## config.mk

```make
export PLATFORM = sky130hd
export DESIGN_NAME = div
export DESIGN_NICKNAME = d
export VERILOG_FILES = /design/src/rtl/div_pkg.sv /design/src/rtl/div.sv
export SDC_FILE = /design/constraint.sdc
export NUM_CORES = 1
export LEC_CHECK = 0
export BUFFER_PORTS_ARGS = -buffer_cell sky130_fd_sc_hd__buf_4
export CORE_MARGIN = 2
export CORE_UTILIZATION = 54
export CTS_BUF_LIST = sky130_fd_sc_hd__clkbuf_16
export CTS_CLUSTER_SIZE = 30
export DETAILED_ROUTE_END_ITERATION = 8
export PLACE_DENSITY = 0.86
export SLEW_MARGIN = 40
export SYNTH_ARGS = -nofsm -noshare
export SYNTH_HDL_FRONTEND = slang
export SYNTH_SLANG_ARGS = --single-unit
export TNS_END_PERCENT = 10
```

## constraint.sdc

```tcl
create_clock -name clk -period 3.13 [get_ports clk]
set_clock_uncertainty 0.2 [all_clocks]
set_input_delay 0.313 -clock clk [delete_from_list [all_inputs] [get_ports clk]]
set_output_delay 0.313 -clock clk [all_outputs]
set_load 0.1 [all_outputs]
```

## src/rtl/div_pkg.sv

```systemverilog
// div_pkg: shared constants and types for the iterative divider.
//   - REG_W / ZERO_WORD : register data width and the all-zero word
//   - div_state_e       : divider FSM encodings (2 bits)
//   - ready / start     : named result-valid and request levels
//   - cond_neg()        : optional two's-complement negation
package div_pkg;

   localparam int unsigned REG_W = 32;
   localparam int unsigned CNT_W = 6;

   localparam logic [REG_W-1:0] ZERO_WORD = '0;

   typedef enum logic [1:0] {
      DIV_FREE    = 2'b00,
      DIV_BY_ZERO = 2'b01,
      DIV_ON      = 2'b10,
      DIV_END     = 2'b11
   } div_state_e;

   localparam logic DIV_RESULT_READY     = 1'b1;
   localparam logic DIV_RESULT_NOT_READY = 1'b0;
   localparam logic DIV_START            = 1'b1;
   localparam logic DIV_STOP             = 1'b0;

   // Quotient bits retired per operation: one per cycle.
   localparam logic [CNT_W-1:0] DIV_ITERS = 6'd32;

   function automatic logic [REG_W-1:0] cond_neg(input logic neg,
                                                 input logic [REG_W-1:0] v);
      return neg ? (~v + 1'b1) : v;
   endfunction

endpackage

```

## src/rtl/div.sv

```systemverilog
// div: iterative restoring divider for DIV / DIVU, one quotient bit per cycle.
//
// Ports:
//   clk           rising-edge clock
//   rst           synchronous, active-high reset
//   signed_div_i  1 = DIV (two's complement), 0 = DIVU; sampled with start_i
//   opdata1_i     dividend; sampled with start_i
//   opdata2_i     divisor;  sampled with start_i
//   start_i       request, held until ready_o is seen
//   annul_i       abandons any operation in progress
//   result_o      {remainder, quotient}; zero unless ready_o=1
//   ready_o       result valid
//
// Signed operands are divided as magnitudes and the signs are fixed up at
// the end: the quotient is negative when the operand signs differ, the
// remainder follows the dividend. Division by zero yields 0.
module div
   import div_pkg::*;
(
   input  logic                 clk,
   input  logic                 rst,
   input  logic                 signed_div_i,
   input  logic [REG_W-1:0]     opdata1_i,
   input  logic [REG_W-1:0]     opdata2_i,
   input  logic                 start_i,
   input  logic                 annul_i,
   output logic [2*REG_W-1:0]   result_o,
   output logic                 ready_o
);

   div_state_e         state, state_nxt;
   logic [CNT_W-1:0]   cnt;
   logic [REG_W-1:0]   dvd;       // remaining dividend bits, MSB first
   logic [REG_W-1:0]   dvs;       // divisor magnitude
   logic [REG_W-1:0]   part;      // partial remainder
   logic [REG_W-1:0]   quo;       // quotient being assembled
   logic               neg_q, neg_r;

   logic [REG_W:0]     part_sh;
   logic [REG_W:0]     trial;
   logic               req;

   assign req = (start_i == DIV_START) && !annul_i;

   // Partial remainder stays below the divisor, so the shifted value fits
   // 33 bits and trial[32] is a reliable borrow/sign bit.
   assign part_sh = {part, dvd[REG_W-1]};
   assign trial   = part_sh - {1'b0, dvs};

   always_ff @(posedge clk) begin
      if (rst) state <= DIV_FREE;
      else     state <= state_nxt;
   end

   always_comb begin
      state_nxt = state;
      case (state)
         DIV_FREE: begin
            if (req)
               state_nxt = (opdata2_i == ZERO_WORD) ? DIV_BY_ZERO : DIV_ON;
         end
         DIV_BY_ZERO: state_nxt = DIV_END;
         DIV_ON: begin
            if (annul_i)               state_nxt = DIV_FREE;
            else if (cnt == DIV_ITERS) state_nxt = DIV_END;
         end
         DIV_END: begin
            if (start_i == DIV_STOP || annul_i) state_nxt = DIV_FREE;
         end
         default: state_nxt = DIV_FREE;
      endcase
   end

   always_ff @(posedge clk) begin
      if (rst) begin
         cnt      <= '0;
         dvd      <= ZERO_WORD;
         dvs      <= ZERO_WORD;
         part     <= ZERO_WORD;
         quo      <= ZERO_WORD;
         neg_q    <= 1'b0;
         neg_r    <= 1'b0;
         result_o <= '0;
         ready_o  <= DIV_RESULT_NOT_READY;
      end else begin
         case (state)
            DIV_FREE: begin
               result_o <= '0;
               ready_o  <= DIV_RESULT_NOT_READY;
               if (req && opdata2_i != ZERO_WORD) begin
                  cnt   <= '0;
                  part  <= ZERO_WORD;
                  quo   <= ZERO_WORD;
                  dvd   <= cond_neg(signed_div_i & opdata1_i[REG_W-1], opdata1_i);
                  dvs   <= cond_neg(signed_div_i & opdata2_i[REG_W-1], opdata2_i);
                  neg_q <= signed_div_i & (opdata1_i[REG_W-1] ^ opdata2_i[REG_W-1]);
                  neg_r <= signed_div_i & opdata1_i[REG_W-1];
               end
            end
            DIV_BY_ZERO: begin
               result_o <= '0;
               ready_o  <= DIV_RESULT_READY;
            end
            DIV_ON: begin
               if (annul_i) begin
                  result_o <= '0;
                  ready_o  <= DIV_RESULT_NOT_READY;
               end else if (cnt == DIV_ITERS) begin
                  result_o <= {cond_neg(neg_r, part), cond_neg(neg_q, quo)};
                  ready_o  <= DIV_RESULT_READY;
               end else begin
                  dvd <= {dvd[REG_W-2:0], 1'b0};
                  if (!trial[REG_W]) begin
                     part <= trial[REG_W-1:0];
                     quo  <= {quo[REG_W-2:0], 1'b1};
                  end else begin
                     part <= part_sh[REG_W-1:0];
                     quo  <= {quo[REG_W-2:0], 1'b0};
                  end
                  cnt <= cnt + 1'b1;
               end
            end
            DIV_END: begin
               if (start_i == DIV_STOP || annul_i) begin
                  result_o <= '0;
                  ready_o  <= DIV_RESULT_NOT_READY;
               end
            end
            default: begin
               result_o <= '0;
               ready_o  <= DIV_RESULT_NOT_READY;
            end
         endcase
      end
   end

endmodule

```

==> results of run 1 <==
## Yosys cell counts, types with 8 or more instances
| cell type | n | area (sq um) |
|---|---|---|
| a211oi_1 | 33 | 247.7 |
| buf_2 | 21 | 105.1 |
| o41ai_1 | 16 | 140.1 |
| nand2_1 | 187 | 701.9 |
| xor2_1 | 51 | 446.7 |
| ha_1 | 42 | 525.5 |
| a31oi_1 | 14 | 87.58 |
| nand2b_1 | 13 | 81.33 |
| and2_1 | 10 | 62.56 |
| o21ai_0 | 66 | 330.3 |
| xnor2_1 | 100 | 875.8 |
| nor4_1 | 11 | 68.82 |
| dfxtp_1 | 203 | 4064 |
| a32oi_1 | 8 | 70.07 |
| a21o_1 | 13 | 97.59 |
| or4_1 | 14 | 105.1 |
| and3_1 | 9 | 56.30 |
| nor3_1 | 38 | 190.2 |
| nand3_1 | 94 | 470.5 |
| a22oi_1 | 72 | 540.5 |
| o211ai_1 | 21 | 157.7 |
| inv_1 | 58 | 217.7 |
| nor2_1 | 151 | 566.8 |
| a21oi_1 | 118 | 590.6 |
| o31ai_1 | 21 | 157.7 |
| clkbuf_1 | 68 | 255.2 |
| or3_1 | 9 | 56.30 |
## final cells by class
class	count	area [sq um]
Clock buffer	23	575.6
Clock inverter	16	126.4
Fill cell	1732	6875
Inverter	58	217.7
Multi-Input combinational cell	1186	7512
Sequential cell	203	4071
Tap cell	280	350.3
Timing Repair Buffer	255	2095
## sequential cells by signal, indices dropped and copies added, names as in the netlist
name,cells
result_o,64
state,2
neg_r,1
ready_o,1
cnt,6
dvs,32
dvd,32
quo,32
part,32
neg_q,1
## routing by layer
| layer | wire length [um] | GRT usage | share of wire |
|---|---|---|---|
| met5 | 0 | 0 | 0 |
| met3 | 2520 | 0.03856 | 0.075 |
| met2 | 15270 | 0.4363 | 0.45 |
| met1 | 15160 | 0.3791 | 0.45 |
| met4 | 695 | 0.06658 | 0.021 |
## worst reg2reg max path, cell delays in order (launching register included)
cell      delay (ns)
dfxtp_1         0.29
inv_1           0.16
ha_4            0.25
o21a_1          0.18
o211ai_1        0.26
a21boi_1        0.14
a311o_1         0.36
a21o_1          0.21
a311o_1         0.39
a21oi_2         0.16
xor2_1          0.23
o21ai_0         0.12
## power by group through the flow
stage | Sequential, mW | Combinational [mW] | Clock (mW)
6_report | 2.94 | 3.13 | 2.55
5_1_grt | 2.97 | 3.40 | 2.69
4_1_cts | 2.94 | 2.97 | 2.59
3_5_place_dp | 2.99 | 2.89 | 0
3_3_place_gp | 2.98 | 2.86 | 0
2_1_floorplan | 2.98 | 2.01 | 0
## worst max path at each step
stage,cells after the start,endpoint,startpoint,slack (ns)
6_report,13,dvs[31],opdata2_i[13],0.03
5_1_grt,10,result_o[61],part[9],-0.03
4_1_cts,13,dvs[31],opdata2_i[13],0.01
3_5_place_dp,12,part[1],dvd[31],-0.07
3_3_place_gp,13,part[30],dvd[31],0.03
2_1_floorplan,13,part[1],dvd[31],0.13
## kinds of logic (layout without fill, tap and decap cells)
family          count (synthesis)  count (layout)
compound gates                421             421
xor+xnor                      151             151
fa+ha+maj                      43              43
buf+inv                       153             352
flops                         203             203
mux                             2               2
simple gates                  569             569
## metrics by stage
stage	worst slack (ns)	utilization	hold slack [ns]	total power, mW	instance area [sq um]
finish	0.03497	0.6850	0.02701	8.610	14950
global route	-0.03025	0.6850	0.03312	9.060	14950
CTS	0.01472	0.6759	0.01262	8.496	14750
detailed placement	-0.07376	0.6274	0.2456	5.882	13690
global placement	0.03408	0.6261	0.2399	5.836	13660
floorplan	0.1302	-	0.2316	4.991	11990
## repair_timing
item / 4_1_cts / 5_1_grt
pin swaps: 0 / 15
gates resized for setup: 6 / 33
buffers inserted: 0 / 7
hold endpoints to repair: 31 / 0
setup endpoints to repair: 5 / 37
hold buffers: 33 / 0
==> results.sh, run 1 <==
export IMPL_status="finished clean"
export IMPL_vdd_drop_max_uv=381.8
export IMPL_first_pass_iters=7
export IMPL_netSwitchingPower_mw=3.113
export IMPL_ff2ff_setup_slack_ns=0.08
export IMPL_worstMarginPinSlew_ns=0.6516
export IMPL_clk_path_buf_depth=3
export IMPL_htree_num_levels=1
export IMPL_r2r_end="part[25]"
export IMPL_drc=0
export IMPL_reg2reg_from="dvs[5]"
export IMPL_rsz0062_at_grt="yes"
export IMPL_die_area_sq_mm=0.02341
export IMPL_ys_types=66
export IMPL_synth_async_reset_ratio=0
export IMPL_syn_to_final_growth_pct=24.69
export IMPL_synthFlopType="dfxtp_1"
export IMPL_drive_above_1_share=0.1763
export IMPL_swShare=0.3616
export IMPL_clkPwrFrac=0.296
export IMPL_final_hold_viol_count=0
export IMPL_nNetsFinal=1838
export IMPL_p_per_area_mw_per_mm2=576.0
export IMPL_period_needed_ns=3.095
export IMPL_internal_power_mw=5.497
export IMPL_mostFrequentLayoutCells="212 x buf_4, 197 x dfxtp_1, 187 x nand2_1"
export IMPL_grt_ovfl_total=0
export IMPL_cts_buffers=22
export IMPL_cts_sinks=203
export IMPL_critical_path_buf_inv_count=6
export IMPL_synth_xor_area_frac=0.1103
export IMPL_cp_end_kind="register"
export IMPL_synth_top_family_by_area="compound AO/OA/AOI/OAI gates"
export IMPL_syn_inst=1542
export IMPL_worstPathArrival_ns=3.26
export IMPL_finalSetupViolations=0
export IMPL_finalWirelength_mm=33.65
export IMPL_synth_compound_area_frac=0.2341
export IMPL_synth_simple_area_share=0.2193
export IMPL_synth_seq_cells=203
export IMPL_vias_per_cell=5.926
export IMPL_path_max_fanout=22
export IMPL_crit_required_ns=3.29
export IMPL_start_kind="input port"
export IMPL_comb_power_share=0.363
export IMPL_final_period_utilization=0.9888
export IMPL_io_buffers=133
export IMPL_wl_per_cell_um=16.65
export IMPL_yosysWarnings=0
export IMPL_setup_tns_final_ns=0
export IMPL_instances_no_fill=2021
export IMPL_min_to="dvd[7]"
export IMPL_track_usage=0.2691
export IMPL_synth_edf_count=0
export IMPL_grt_pass1_wl_mm=53.56
export IMPL_grt_pass1_vias=10820
export IMPL_reg2reg_depth=11
export IMPL_place_gp_congestion=0.9484
export IMPL_synthMuxAreaShare=0.001670
export IMPL_power_leakage_nw=6.239
export IMPL_core_area_sq_mm=0.02182
export IMPL_critical_path_class="input port to register"
export IMPL_syn_nets=1654
export IMPL_cts_tree="built"
export IMPL_path_cells="dlygate4sd3_1 > buf_4 > or3_1 > nor3_1 > buf_4 > nand4_1 > nor2_4 > buf_6 > nor3_2 > buf_6 > nand3_1 > dlygate4sd3_1 > a21oi_1"
export IMPL_ys_seq_area_frac=0.3390
export IMPL_n_antenna_cell=0
export IMPL_synth_area_sq_mm=0.01199
export IMPL_syn_mean_instance_area_sq_um=7.774
export IMPL_antenna_left=0
export IMPL_place_inst=1942
export IMPL_die_w_um=153.0
export IMPL_drtIter0Drc=897
export IMPL_antenna_found_initial=0
export IMPL_start_util=0.5493
export IMPL_clk_root_buffer_cell="clkbuf_16"
export IMPL_dr_total_vias=11980
export IMPL_holdCritStartpoint="opdata1_i[7]"
export IMPL_hold_depth=5
export IMPL_dp_hpwl_mm=23.38
export IMPL_critPathMaxStageDelay_ns=0.54
export IMPL_synthAdderAreaFrac=0.04551
export IMPL_clock_fmax_mhz=323.1
export IMPL_final_common_cell="buf_4"
export IMPL_grt_max_degree=66
export IMPL_num_rows=54
export IMPL_p_seq_frac=0.341
export IMPL_relSlewSlack=0.5647
export IMPL_clk_latency_ns=0.51
export IMPL_cpLargestDelayFamily="buffers and inverters"
export IMPL_clkTransAtPathRegs_ns=0.06
export IMPL_min_path_type="input port to register"
export IMPL_maxSlewViolCount=0
export IMPL_die_h_um=153.0
export IMPL_cap_violations=0
export IMPL_cp_slowest_cell="dlygate4sd3_1"
export IMPL_ios=134
No activity file was read; power rests on OpenSTA's default activity.
==> inputs of run 2 (changes only) <==
CORE_UTILIZATION = 60   (was 54)
PLACE_DENSITY = 0.9   (was 0.86)
clock period = 3.2 ns   (was 3.13 ns; I/O delays follow)
==> results.sh, run 2 (synthesized netlist as in run 1, its figures left out) <==
export IMPL_wl_met1_mm=14.77
export IMPL_maxSlewViolCount=0
export IMPL_regMostFlops="result_o"
export IMPL_cap_violations=0
export IMPL_met3_length_mm=3.130
export IMPL_final_hold_viol_count=0
export IMPL_antenna_found_initial=0
export IMPL_track_usage=0.3080
export IMPL_largest_register_ffs=64
export IMPL_place_inst=1917
export IMPL_finalSetupViolations=0
export IMPL_finalWirelength_mm=35.35
export IMPL_core_area_sq_mm=0.01953
export IMPL_reg2reg_from="dvd[31]"
export IMPL_relSlewSlack=0.4681
export IMPL_status="finished clean"
export IMPL_critical_path_class="input port to register"
export IMPL_die_area_sq_mm=0.02113
export IMPL_reg2reg_depth=13
export IMPL_r2r_end="part[25]"
export IMPL_drtIter0Drc=1021
export IMPL_mostFrequentLayoutCells="203 x dfxtp_1, 198 x buf_4, 187 x nand2_1"
export IMPL_holdCritStartpoint="opdata1_i[6]"
export IMPL_dp_hpwl_mm=23.54
export IMPL_grt_max_degree=156
export IMPL_syn_to_final_growth_pct=25.06
export IMPL_cts_sinks=203
export IMPL_vdd_drop_max_uv=540.2
export IMPL_min_to="dvd[6]"
export IMPL_p_per_area_mw_per_mm2=574.6
export IMPL_fillers=1325
export IMPL_path_max_fanout=14
export IMPL_cts_tree="built"
export IMPL_worstMarginPinSlew_ns=0.7967
export IMPL_cts_buffers=23
export IMPL_grt_pass1_vias=11390
export IMPL_worstPathArrival_ns=3.40
export IMPL_clk_latency_ns=0.53
export IMPL_drc=0
export IMPL_routed_top_layer="met4"
export IMPL_place_gp_congestion=0.9461
export IMPL_instances_no_fill=1997
export IMPL_io_buffers=133
export IMPL_num_rows=51
export IMPL_first_pass_iters=6
export IMPL_drive_above_1_share=0.1721
export IMPL_n_antenna_cell=0
export IMPL_dr_total_vias=12300
export IMPL_period_needed_ns=3.186
export IMPL_htree_num_levels=1
export IMPL_clkTransAtPathRegs_ns=0.06
export IMPL_die_w_um=145.4
export IMPL_vias_per_cell=6.160
export IMPL_die_h_um=145.4
export IMPL_final_common_cell="dfxtp_1"
export IMPL_grt_pass1_wl_mm=55.64
export IMPL_whs_ns=0.01267
export IMPL_hold_depth=5
export IMPL_nNetsFinal=1830
export IMPL_grt_ovfl_total=0
export IMPL_wl_per_cell_um=17.70
export IMPL_cp_startpoint="opdata2_i[0]"
export IMPL_met2RoutedLength_mm=16.49
export IMPL_clk_root_buffer_cell="clkbuf_16"
export IMPL_rsz0062_at_grt="yes"
export IMPL_start_util=0.6139
export IMPL_power_leakage_nw=6.245
export IMPL_seq_area_sq_mm=0.004064
export IMPL_start_kind="input port"
export IMPL_clock_fmax_mhz=313.9
export IMPL_antenna_left=0
export IMPL_min_path_type="input port to register"
export IMPL_multi_input_area_sq_mm=0.007540
export IMPL_final_period_utilization=0.9955
export IMPL_crit_required_ns=3.41
export IMPL_ios=134
export IMPL_cp_end_kind="register"
export IMPL_clk_path_buf_depth=3
export IMPL_ff2ff_setup_slack_ns=0.03
## run 2: metal layers
layer,vias up,global-route usage
met4,0,0.09706
met2,633,0.4995
met3,94,0.03699
met5,-,0
li1,5866,-
met1,5709,0.4309
## run 2: repair_timing
item | in CTS | in global routing
hold buffers | 28 | 0
hold endpoints to repair | 37 | 0
pin swaps | 0 | 22
setup endpoints to repair | 9 | 92
cloned | 0 | 4
gates resized for setup | 2 | 40
buffers inserted | 1 | 8
## run 2: how the worst max path moves through the flow
stage | cells after the start | to | slack (ns)
after floorplan | 13 | part[1] | 0.20
after global placement | 13 | part[0] | 0.07
after detailed placement | 13 | part[29] | -0.006
after CTS | 13 | part[18] | 0.02
after global routing | 13 | part[26] | -0.10
final | 14 | part[24] | 0.01
## run 2: layout make-up
| type | instances | share of cell area |
|---|---|---|
| repair buffers | 245 | 0.1401 |
| clock buffers | 23 | 0.03839 |
| inverters | 58 | 0.01452 |
| well taps | 265 | 0.02212 |
| flip-flops and latches | 203 | 0.2711 |
| multi-input cells | 1187 | 0.5029 |
| clock inverters | 16 | 0.01085 |
## run 2: worst max-delay path: stages
cell and delay, ns:
dlygate4sd3_1 0.56, buf_6 0.13, inv_1 0.05, ha_2 0.18, or4b_4 0.49, nor4_4 0.30
nand4_1 0.24, nor2_4 0.32, a21oi_4 0.12, nor2b_4 0.18, buf_6 0.14, clkbuf_16 0.16
nand3_1 0.12, nand3_1 0.10
## run 2: where the power goes
part | switching, mW | internal (mW) | total, mW
combinational | 1.95 | 1.17 | 3.12
sequential | 0.121 | 2.76 | 2.88
clock | 1.06 | 1.55 | 2.61
## run 2: through the flow
stage	power [mW]	cell area (sq um)	setup slack, ns	TNS [ns]	utilization
after floorplan	4.882	11990	0.2002	0	-
after global placement	5.655	13590	0.06702	0	0.6959
after detailed placement	5.718	13620	-0.006395	-0.01180	0.6974
after CTS	8.362	14660	0.01634	0	0.7505
after global routing	9.032	14990	-0.1029	-3.136	0.7678
final	8.615	14990	0.01431	0	0.7678
